## src/rtl/mc_datapath_p.sv

```systemverilog
// mc_datapath_p: parametrised multicycle OTTER datapath with mem_ack stall handshake.
// Define DATAPATH_MDU_EN to build the iterative RV32M multiply/divide unit.
module mc_datapath_p #(
  parameter logic [31:0] RESET_VEC = 32'h0000_0000,
  parameter int NREGS = 32
) (
  input  logic        clk,
  input  logic        rst,
  input  logic        enBranch,
  input  logic        pcUpdate,
  input  logic        irWrite,
  input  logic        addrSrc,
  input  logic        regWrite,
  input  logic [1:0]  regSrc,
  input  logic [2:0]  immedSrc,
  input  logic [1:0]  aluSrcA,
  input  logic [1:0]  aluSrcB,
  input  logic [3:0]  aluOp,
  input  logic        mdStart,
  input  logic        mem_ack,
  input  logic [31:0] data_in,
  output logic [31:0] addr,
  output logic [31:0] data_out,
  output logic [31:0] inst_out,
  output logic        stall,
  output logic        mdBusy,
  output logic        mdDone
);
  localparam int AW = $clog2(NREGS);
  logic [31:0] r_pc, r_old_pc, r_inst;
  logic [31:0] r_rf [NREGS];
  logic [4:0]  w_rs1a, w_rs2a, w_rd;
  logic [2:0]  w_f3;
  logic [31:0] w_rs1, w_rs2, w_imm, w_a, w_b, w_alu, w_mem, w_md, w_wd;
  logic        w_eq, w_lt, w_ltu, w_taken;

  assign w_rs1a = r_inst[19:15];
  assign w_rs2a = r_inst[24:20];
  assign w_rd   = r_inst[11:7];
  assign w_f3   = r_inst[14:12];
  // x0 and indices beyond the implemented depth read as zero
  assign w_rs1 = (w_rs1a != 5'd0 && {1'b0, w_rs1a} < 6'(NREGS)) ? r_rf[w_rs1a[AW-1:0]] : '0;
  assign w_rs2 = (w_rs2a != 5'd0 && {1'b0, w_rs2a} < 6'(NREGS)) ? r_rf[w_rs2a[AW-1:0]] : '0;

  always_ff @(posedge clk)
    if (regWrite && w_rd != 5'd0 && {1'b0, w_rd} < 6'(NREGS)) r_rf[w_rd[AW-1:0]] <= w_wd;

  assign w_imm = immedSrc == 3'd0 ? {{20{r_inst[31]}}, r_inst[31:20]} :
                 immedSrc == 3'd1 ? {{20{r_inst[31]}}, r_inst[31:25], r_inst[11:7]} :
                 immedSrc == 3'd2 ? {{20{r_inst[31]}}, r_inst[7], r_inst[30:25], r_inst[11:8], 1'b0} :
                 immedSrc == 3'd3 ? {r_inst[31:12], 12'b0} :
                 immedSrc == 3'd4 ? {{12{r_inst[31]}}, r_inst[19:12], r_inst[20], r_inst[30:21], 1'b0} : '0;

  assign w_a = aluSrcA == 2'd0 ? r_pc : aluSrcA == 2'd1 ? r_old_pc : aluSrcA == 2'd2 ? w_rs1 : '0;
  assign w_b = aluSrcB == 2'd1 ? w_imm : aluSrcB == 2'd2 ? 32'd4 : w_rs2;

  always_comb begin
    case (aluOp)
      4'b0000: w_alu = w_a + w_b;
      4'b1000: w_alu = w_a - w_b;
      4'b0001: w_alu = w_a << w_b[4:0];
      4'b0010: w_alu = {31'b0, $signed(w_a) < $signed(w_b)};
      4'b0011: w_alu = {31'b0, w_a < w_b};
      4'b0100: w_alu = w_a ^ w_b;
      4'b0101: w_alu = w_a >> w_b[4:0];
      4'b1101: w_alu = $unsigned($signed(w_a) >>> w_b[4:0]);
      4'b0110: w_alu = w_a | w_b;
      4'b0111: w_alu = w_a & w_b;
      4'b1001: w_alu = w_b;
      default: w_alu = '0;
    endcase
  end

  assign w_eq  = w_rs1 == w_rs2;
  assign w_lt  = $signed(w_rs1) < $signed(w_rs2);
  assign w_ltu = w_rs1 < w_rs2;
  assign w_taken = w_f3 == 3'b000 ? w_eq : w_f3 == 3'b001 ? ~w_eq :
                   w_f3 == 3'b100 ? w_lt : w_f3 == 3'b101 ? ~w_lt :
                   w_f3 == 3'b110 ? w_ltu : w_f3 == 3'b111 ? ~w_ltu : 1'b0;

  assign w_mem = w_f3[1:0] == 2'b00 ? {{24{~w_f3[2] & data_in[7]}}, data_in[7:0]} :
                 w_f3[1:0] == 2'b01 ? {{16{~w_f3[2] & data_in[15]}}, data_in[15:0]} : data_in;

  assign w_wd = regSrc == 2'd0 ? r_pc : regSrc == 2'd1 ? w_alu : regSrc == 2'd2 ? w_mem : w_md;

  always_ff @(posedge clk or negedge rst)
    if (!rst) begin
      r_pc     <= RESET_VEC;
      r_old_pc <= RESET_VEC;
      r_inst   <= 32'h0000_0013;
    end else begin
      if (pcUpdate | (enBranch & w_taken)) r_pc <= w_alu;
      if (irWrite & mem_ack) begin
        r_inst   <= data_in;
        r_old_pc <= r_pc;
      end
    end

  assign addr     = addrSrc ? w_alu : r_pc;
  assign data_out = w_rs2;
  assign inst_out = r_inst;
  assign stall    = (irWrite & ~mem_ack) | mdBusy;

`ifdef DATAPATH_MDU_EN
  typedef enum logic [1:0] {IDLE, RUN, DONE} md_state_t;
  md_state_t   r_state, w_next;
  logic [4:0]  r_cnt;
  logic [63:0] r_p, w_mul_p, w_div_p, w_prod;
  logic [31:0] r_b, r_md_result, w_aabs, w_babs, w_nrem, w_dif, w_q, w_r, w_res;
  logic [32:0] w_sum, w_rem;
  logic [2:0]  r_op;
  logic        r_negq, r_negr, r_dz, r_md_done, w_sa, w_sb, w_an, w_bn, w_ge, w_load, w_step, w_fin;

  // operands iterate as magnitudes; signs are restored when the result is written
  assign w_sa   = (w_f3 == 3'b001) | (w_f3 == 3'b010) | (w_f3[2] & ~w_f3[0]);
  assign w_sb   = (w_f3 == 3'b001) | (w_f3[2] & ~w_f3[0]);
  assign w_an   = w_sa & w_rs1[31];
  assign w_bn   = w_sb & w_rs2[31];
  assign w_aabs = w_an ? -w_rs1 : w_rs1;
  assign w_babs = w_bn ? -w_rs2 : w_rs2;

  always_ff @(posedge clk or negedge rst)
    if (!rst) r_state <= IDLE;
    else r_state <= w_next;

  always_comb
    w_next = r_state == IDLE ? (mdStart ? RUN : IDLE) :
             r_state == RUN  ? (r_cnt == 5'd31 ? DONE : RUN) : IDLE;

  always_comb begin
    mdBusy = r_state != IDLE;
    w_load = r_state == IDLE && mdStart;
    w_step = r_state == RUN;
    w_fin  = r_state == DONE;
  end

  assign w_sum   = {1'b0, r_p[63:32]} + (r_p[0] ? {1'b0, r_b} : 33'd0);
  assign w_mul_p = {w_sum, r_p[31:1]};
  assign w_rem   = r_p[63:31];
  assign w_ge    = w_rem >= {1'b0, r_b};
  assign w_dif   = w_rem[31:0] - r_b;
  assign w_nrem  = w_ge ? w_dif : w_rem[31:0];
  assign w_div_p = {w_nrem, r_p[30:0], w_ge};

  assign w_prod = r_negq ? -r_p : r_p;
  assign w_q    = r_dz ? '1 : r_negq ? -r_p[31:0] : r_p[31:0];
  assign w_r    = r_negr ? -r_p[63:32] : r_p[63:32];
  assign w_res  = ~r_op[2] ? (r_op[1:0] == 2'b00 ? w_prod[31:0] : w_prod[63:32]) : (r_op[1] ? w_r : w_q);

  always_ff @(posedge clk or negedge rst)
    if (!rst) begin
      r_p         <= '0;
      r_b         <= '0;
      r_op        <= '0;
      r_cnt       <= '0;
      r_negq      <= 1'b0;
      r_negr      <= 1'b0;
      r_dz        <= 1'b0;
      r_md_done   <= 1'b0;
      r_md_result <= '0;
    end else begin
      if (w_load) begin
        r_p    <= {32'b0, w_aabs};
        r_b    <= w_babs;
        r_op   <= w_f3;
        r_negq <= w_an ^ w_bn;
        r_negr <= w_an;
        r_dz   <= w_rs2 == 32'd0;
        r_cnt  <= '0;
      end else if (w_step) begin
        r_p   <= r_op[2] ? w_div_p : w_mul_p;
        r_cnt <= r_cnt + 5'd1;
      end
      r_md_done <= w_fin;
      if (w_fin) r_md_result <= w_res;
    end

  assign mdDone = r_md_done;
  assign w_md   = r_md_result;
`else
  logic w_unused;
  assign w_unused = mdStart;
  assign mdBusy   = 1'b0;
  assign mdDone   = 1'b0;
  assign w_md     = w_alu;
`endif
endmodule
```

## config.mk

```make
export PLATFORM = sky130hd
export DESIGN_NAME = mc_datapath_p
export DESIGN_NICKNAME = d
export VERILOG_FILES = /design/src/rtl/mc_datapath_p.sv
export SDC_FILE = /design/constraint.sdc
export NUM_CORES = 2
export LEC_CHECK = 0
export CAP_MARGIN = 10
export CORE_UTILIZATION = 58
export CTS_BUF_LIST = sky130_fd_sc_hd__clkbuf_8
export CTS_CLUSTER_DIAMETER = 50
export DETAILED_ROUTE_END_ITERATION = 7
export PLACE_DENSITY = 0.85
export SLEW_MARGIN = 0
export SYNTH_ARGS = -nofsm -noshare
export SYNTH_HDL_FRONTEND = slang
export SYNTH_SLANG_ARGS = --single-unit
```

## constraint.sdc

```tcl
create_clock -name clk -period 7.6 [get_ports clk]
set_input_delay 1.14 -clock clk [delete_from_list [all_inputs] [get_ports clk]]
set_output_delay 1.14 -clock clk [all_outputs]
set_load 0.1 [all_outputs]
```

==> flow_metrics.py, run 1 <==
metrics = {
    "synthesis": {
        "netlist_top_cells_area": "edfxtp_1 48%, mux4_2 12%, mux2i_1 9.2%, dfrtp_1 3.6%, a22oi_1 2.7%",
        "yosys_warnings": 0,
        "synth_top_area_frac": 0.4763,
        "syn_inst": 4874,
        "synth.avg_cell_area_um2": 13.25,
        "synth_flop_cell": "edfxtp_1",
        "synth_seq_cells": 1120,
        "syn_area_mm2": 0.06456,
        "synth_largest_area_cell": "edfxtp_1",
        "synth_edf_count": 1024,
        "ys_types": 95,
        "ys_async_sr_fraction": 0.08571,
        "yosysSeqAreaShare": 0.5136,
    },
    "sta": {
        "crit_endpoint": "addr[27]",
        "worstEpCategory": "primary output",
    },
    "die": {
        "die_w_um": 335.6,
        "start_util": 0.5842,
        "io_pins": 153,
        "die_h_um": 335.6,
        "num_rows": 122,
    },
    "clock_network": {
        "cts.sinks": 1120,
        "clockRootBuffer": "clkbuf_8",
        "clockBufferDepth": 3,
        "numCtsBuffers": 168,
        "h-tree-depth": 4,
    },
    "run_status": {
        "first-error": "[ERROR GRT-0229] Vertical edge usage exceeds the maximum allowed. (14, 35) usage=65535 limit=2200",
        "stop_stage": "global routing (5_1_grt)",
        "outcome": "aborted with a tool error",
    },
    "global_route": {
        "antenna_found_initial": 56,
        "grt_max_degree": 68,
    },
    "placement": {
        "io_buffers": 149,
        "place_inst": 7107,
        "dpl.hpwl_um": 198300,
        "pre_cts_ws_ns": -0.8553,
        "gp_congestion": 1.094,
    },
}
==> kinds of logic after synthesis <==
family,share of synthesized area
flip-flops,0.5136
multiplexers,0.2357
adder cells (fa/ha/maj),0.02582
XOR/XNOR,0.002306
buffers and inverters,0.03700
AO/OA/AOI/OAI,0.1263
other,0.00005809
AND/OR/NAND/NOR,0.05923
==> timing repair <==
item	4_1_cts
pin swaps	88
cloned	12
buffers inserted	89
hold buffers	0
gates resized for setup	351
endpoints found under the setup margin	32
==> through the flow <==
step                hold WS [ns]  cell area, um2
floorplan                 0.4496           64870
global placement          0.4602           75050
detailed placement        0.4709           75050
CTS                       0.2550           80810
==> synthesized netlist by cell type, types with 130 or more instances <==
master and count:
o21ai_0 134, ha_1 130, nand2_1 161, inv_1 133
a21oi_1 275, clkbuf_1 208, a22oi_1 231, mux2_2 135
nor2_1 304, mux2i_1 592, mux4_2 344, edfxtp_1 1024
==> run 2: changes to the inputs <==
Settings changed: CORE_UTILIZATION 58 to 40, CTS_BUF_LIST sky130_fd_sc_hd__clkbuf_8 to default, CTS_CLUSTER_DIAMETER 50 to default, PLACE_DENSITY 0.85 to default, PLACE_DENSITY_LB_ADDON from default to 0.15.
==> run 2 against run 1 <==
  * The flow now finishes, with violations (setup timing)
  * Synthesized cell count unchanged
  * Synthesized area unchanged
==> flow_metrics.py, run 2 <==
metrics = {
    "run_status": {
        "outcome": "complete, but fails checks",
        "violations": "setup timing",
    },
    "sta": {
        "worst_pin_slew_ns": 1.189,
        "max_freq_mhz": 129.3,
        "min_period_ns": 7.735,
        "drv_slew": 0,
        "fin_skew_ns": 0.06475,
        "rsz0062_at_grt": "yes",
        "period_share": 1.018,
        "worst_slack_ns": -0.1346,
        "timing.setup.tns_ns": -0.7469,
        "setup_violations": 13,
        "maxSlewHeadroom": 0.2050,
        "final_hold_viol_count": 0,
    },
    "worst_setup_path": {
        "critPathArrivalTime_ns": 6.59,
        "crit_type": "reg -> out",
        "critPathLaunch": "inst_out[20]",
        "cp.required_ns": 6.46,
        "cp-end-kind": "output port",
        "r2r_slack_ns": 1.20,
        "r2r_start": "inst_out[20]",
        "start_kind": "register",
        "cp_max_fo": 8,
    },
    "clock_network": {
        "cts_tree": "yes",
        "cts.clk_slew.worst_paths_ns": 0.06,
        "numCtsBuffers": 133,
        "h-tree-depth": 4,
        "hold_buffers": 0,
        "cts.sinks": 1120,
        "clockRootBuffer": "clkbuf_16",
        "clockBufferDepth": 3,
        "clock_latency_ns": 0.80,
    },
    "route": {
        "ant_nets": 0,
        "drtIter0Drc": 5987,
        "drcViolationCount": 0,
        "drt_first_pass_iters": 8,
        "drt-vias-per-instance": 6.425,
        "vias": 51270,
        "drt_wl_total_um": 285500,
        "wl_per_cell_um": 35.77,
    },
    "power_and_ir_drop": {
        "p_seq_frac": 0.281,
        "pwr-share-clk": 0.230,
        "ir_drop_mv": 0.2628,
        "combPwrFrac": 0.489,
        "p_int_mw": 16.79,
        "switching_share": 0.4072,
        "total_power_mw": 28.33,
        "p_per_area_mw_per_mm2": 344.6,
        "leakagePower_nw": 30.56,
        "switching_power_mw": 11.54,
    },
    "synthesis": {
        "synth_seq_cells": 1120,
        "yosysMostFrequentCell": "edfxtp_1",
        "ys_async_sr_fraction": 0.08571,
        "netlist_top_cells_area": "edfxtp_1 48%, mux4_2 12%, mux2i_1 9.2%, dfrtp_1 3.6%, a22oi_1 2.7%",
        "synth_common_cells": "1024 x edfxtp_1, 592 x mux2i_1, 344 x mux4_2, 304 x nor2_1, 275 x a21oi_1",
        "synth_flop_cell": "edfxtp_1",
        "yosys_warnings": 0,
        "syn_inst": 4874,
        "synth.avg_cell_area_um2": 13.25,
        "ys_types": 95,
        "syn_area_mm2": 0.06456,
        "synth_top_area_frac": 0.4763,
        "yosysSeqAreaShare": 0.5136,
        "synth_largest_area_cell": "edfxtp_1",
        "synth_edf_count": 1024,
    },
    "min_path": {
        "hp-class": "in -> async",
    },
    "finish": {
        "mostFrequentLayoutCells": "1024 x edfxtp_1, 761 x buf_4, 582 x mux2i_1",
        "drive_above_1_share": 0.3377,
        "largest_reg_flops": 1024,
        "fin_area_mm2": 0.08220,
        "area_delta_synth_final_pct": 27.33,
        "utilization": 0.5125,
        "final_common_cell": "edfxtp_1",
        "nets": 5896,
    },
    "die": {
        "die_h_um": 403.7,
        "die_area_mm2": 0.1630,
        "design.core.area_mm2": 0.1604,
        "start_util": 0.4025,
        "io_pins": 153,
        "die_w_um": 403.7,
        "num_rows": 147,
    },
    "global_route": {
        "grtUsageMet3": 0.06576,
        "grt_use_met1": 0.4434,
        "grt_pass1_wl_um": 390400,
        "grt_pass1_vias": 49560,
        "gr-total-overflow": 0,
        "grt_max_degree": 68,
        "use_met2": 0.5359,
        "grt_busiest_layer": "met2",
        "antenna_found_initial": 8,
        "grt.total_usage": 0.3431,
    },
    "placement": {
        "dpl_cell_area_mm2": 0.07455,
        "gp_congestion": 1.107,
        "pre_cts_ws_ns": -0.7084,
        "io_buffers": 149,
        "dpl.hpwl_um": 195300,
    },
    "job": {
        "cap_viol_max_count": 0,
    },
}
run 2: cell counts after synthesis:
Identical to the previous run, type by type.
run 2: path summary, 6_finish.rpt:
path / endpoint / cells past startpoint
max in group asynchronous: inst_out[16] / 2
min in group clk: r_old_pc[6] / 2
worst min-delay path: r_pc[5] / 1
worst min register to register: r_old_pc[6] / 2
worst max register to register: r_rf[25][18] / 29
worst max-delay path: addr[21] / 24
run 2: timing repair:
item	in CTS	in global routing
buffers inserted	97	36
pin swaps	117	89
gates cloned	6	4
endpoints found under the setup margin	28	29
gates resized for setup	303	130
run 2: layout make-up:
cell class	instances	area, um2
Fill cell	13790	78180
Sequential cell	1120	33190
Multi-Input combinational cell	3262	31260
Timing Repair Buffer	1051	10070
Clock buffer	163	3472
Tap cell	2160	2703
Clock inverter	77	960.9
Inverter	142	546.8
Antenna cell	5	12.51
run 2: critical path, stage by stage, from the launching register on:
cell	delay, ns
dfrtp_4	0.47
buf_12	0.16
buf_12	0.15
buf_4	0.15
mux4_2	0.49
mux4_2	0.49
mux2i_2	0.20
buf_4	0.15
nor2_2	0.08
a22o_2	0.31
ha_4	0.25
nor4_4	0.32
nand2_2	0.13
a211oi_4	0.36
o21ai_4	0.12
a311oi_2	0.23
buf_4	0.21
nor2b_4	0.05
a221o_1	0.32
nand2_2	0.10
o2111ai_2	0.11
nand4b_1	0.33
buf_4	0.23
mux2_4	0.27
buf_12	0.17
run 2: cells by family after synthesis:
kind of cell	share of synthesized area
other cells	0.00005809
buf+inv	0.03700
fa+ha+maj	0.02582
mux	0.2357
flops	0.5136
xor+xnor	0.002306
simple gates	0.05923
compound gates	0.1263
run 2: power by group through the flow:
| stage | registers (mW) | logic (mW) | clock network (mW) |
|---|---|---|---|
| after floorplan | 8.12 | 6.58 | 0 |
| after global routing | 7.99 | 14.3 | 6.82 |
| final | 7.96 | 13.9 | 6.52 |
| after global placement | 8.06 | 12.3 | 0 |
| after detailed placement | 8.08 | 12.3 | 0 |
| after CTS | 7.95 | 13.2 | 6.59 |
run 2: routing by layer:
| layer | part of all wire | vias up | wire (um) |
|---|---|---|---|
| met5 | 0.00024 | - | 68 |
| met4 | 0.071 | 10 | 20140 |
| met3 | 0.088 | 750 | 25040 |
| met2 | 0.46 | 2866 | 130200 |
| met1 | 0.39 | 26420 | 110000 |
| li1 | - | 21220 | - |
run 2: stage by stage:
stage	std cells	hold WS, ns
2_1_floorplan	4907	0.4496
3_3_place_gp	7607	0.4638
3_5_place_dp	7607	0.4739
4_1_cts	7943	0.3563
5_1_grt	7975	0.4051
6_report	7980	0.3721
No activity file was read; power rests on OpenSTA's default activity.
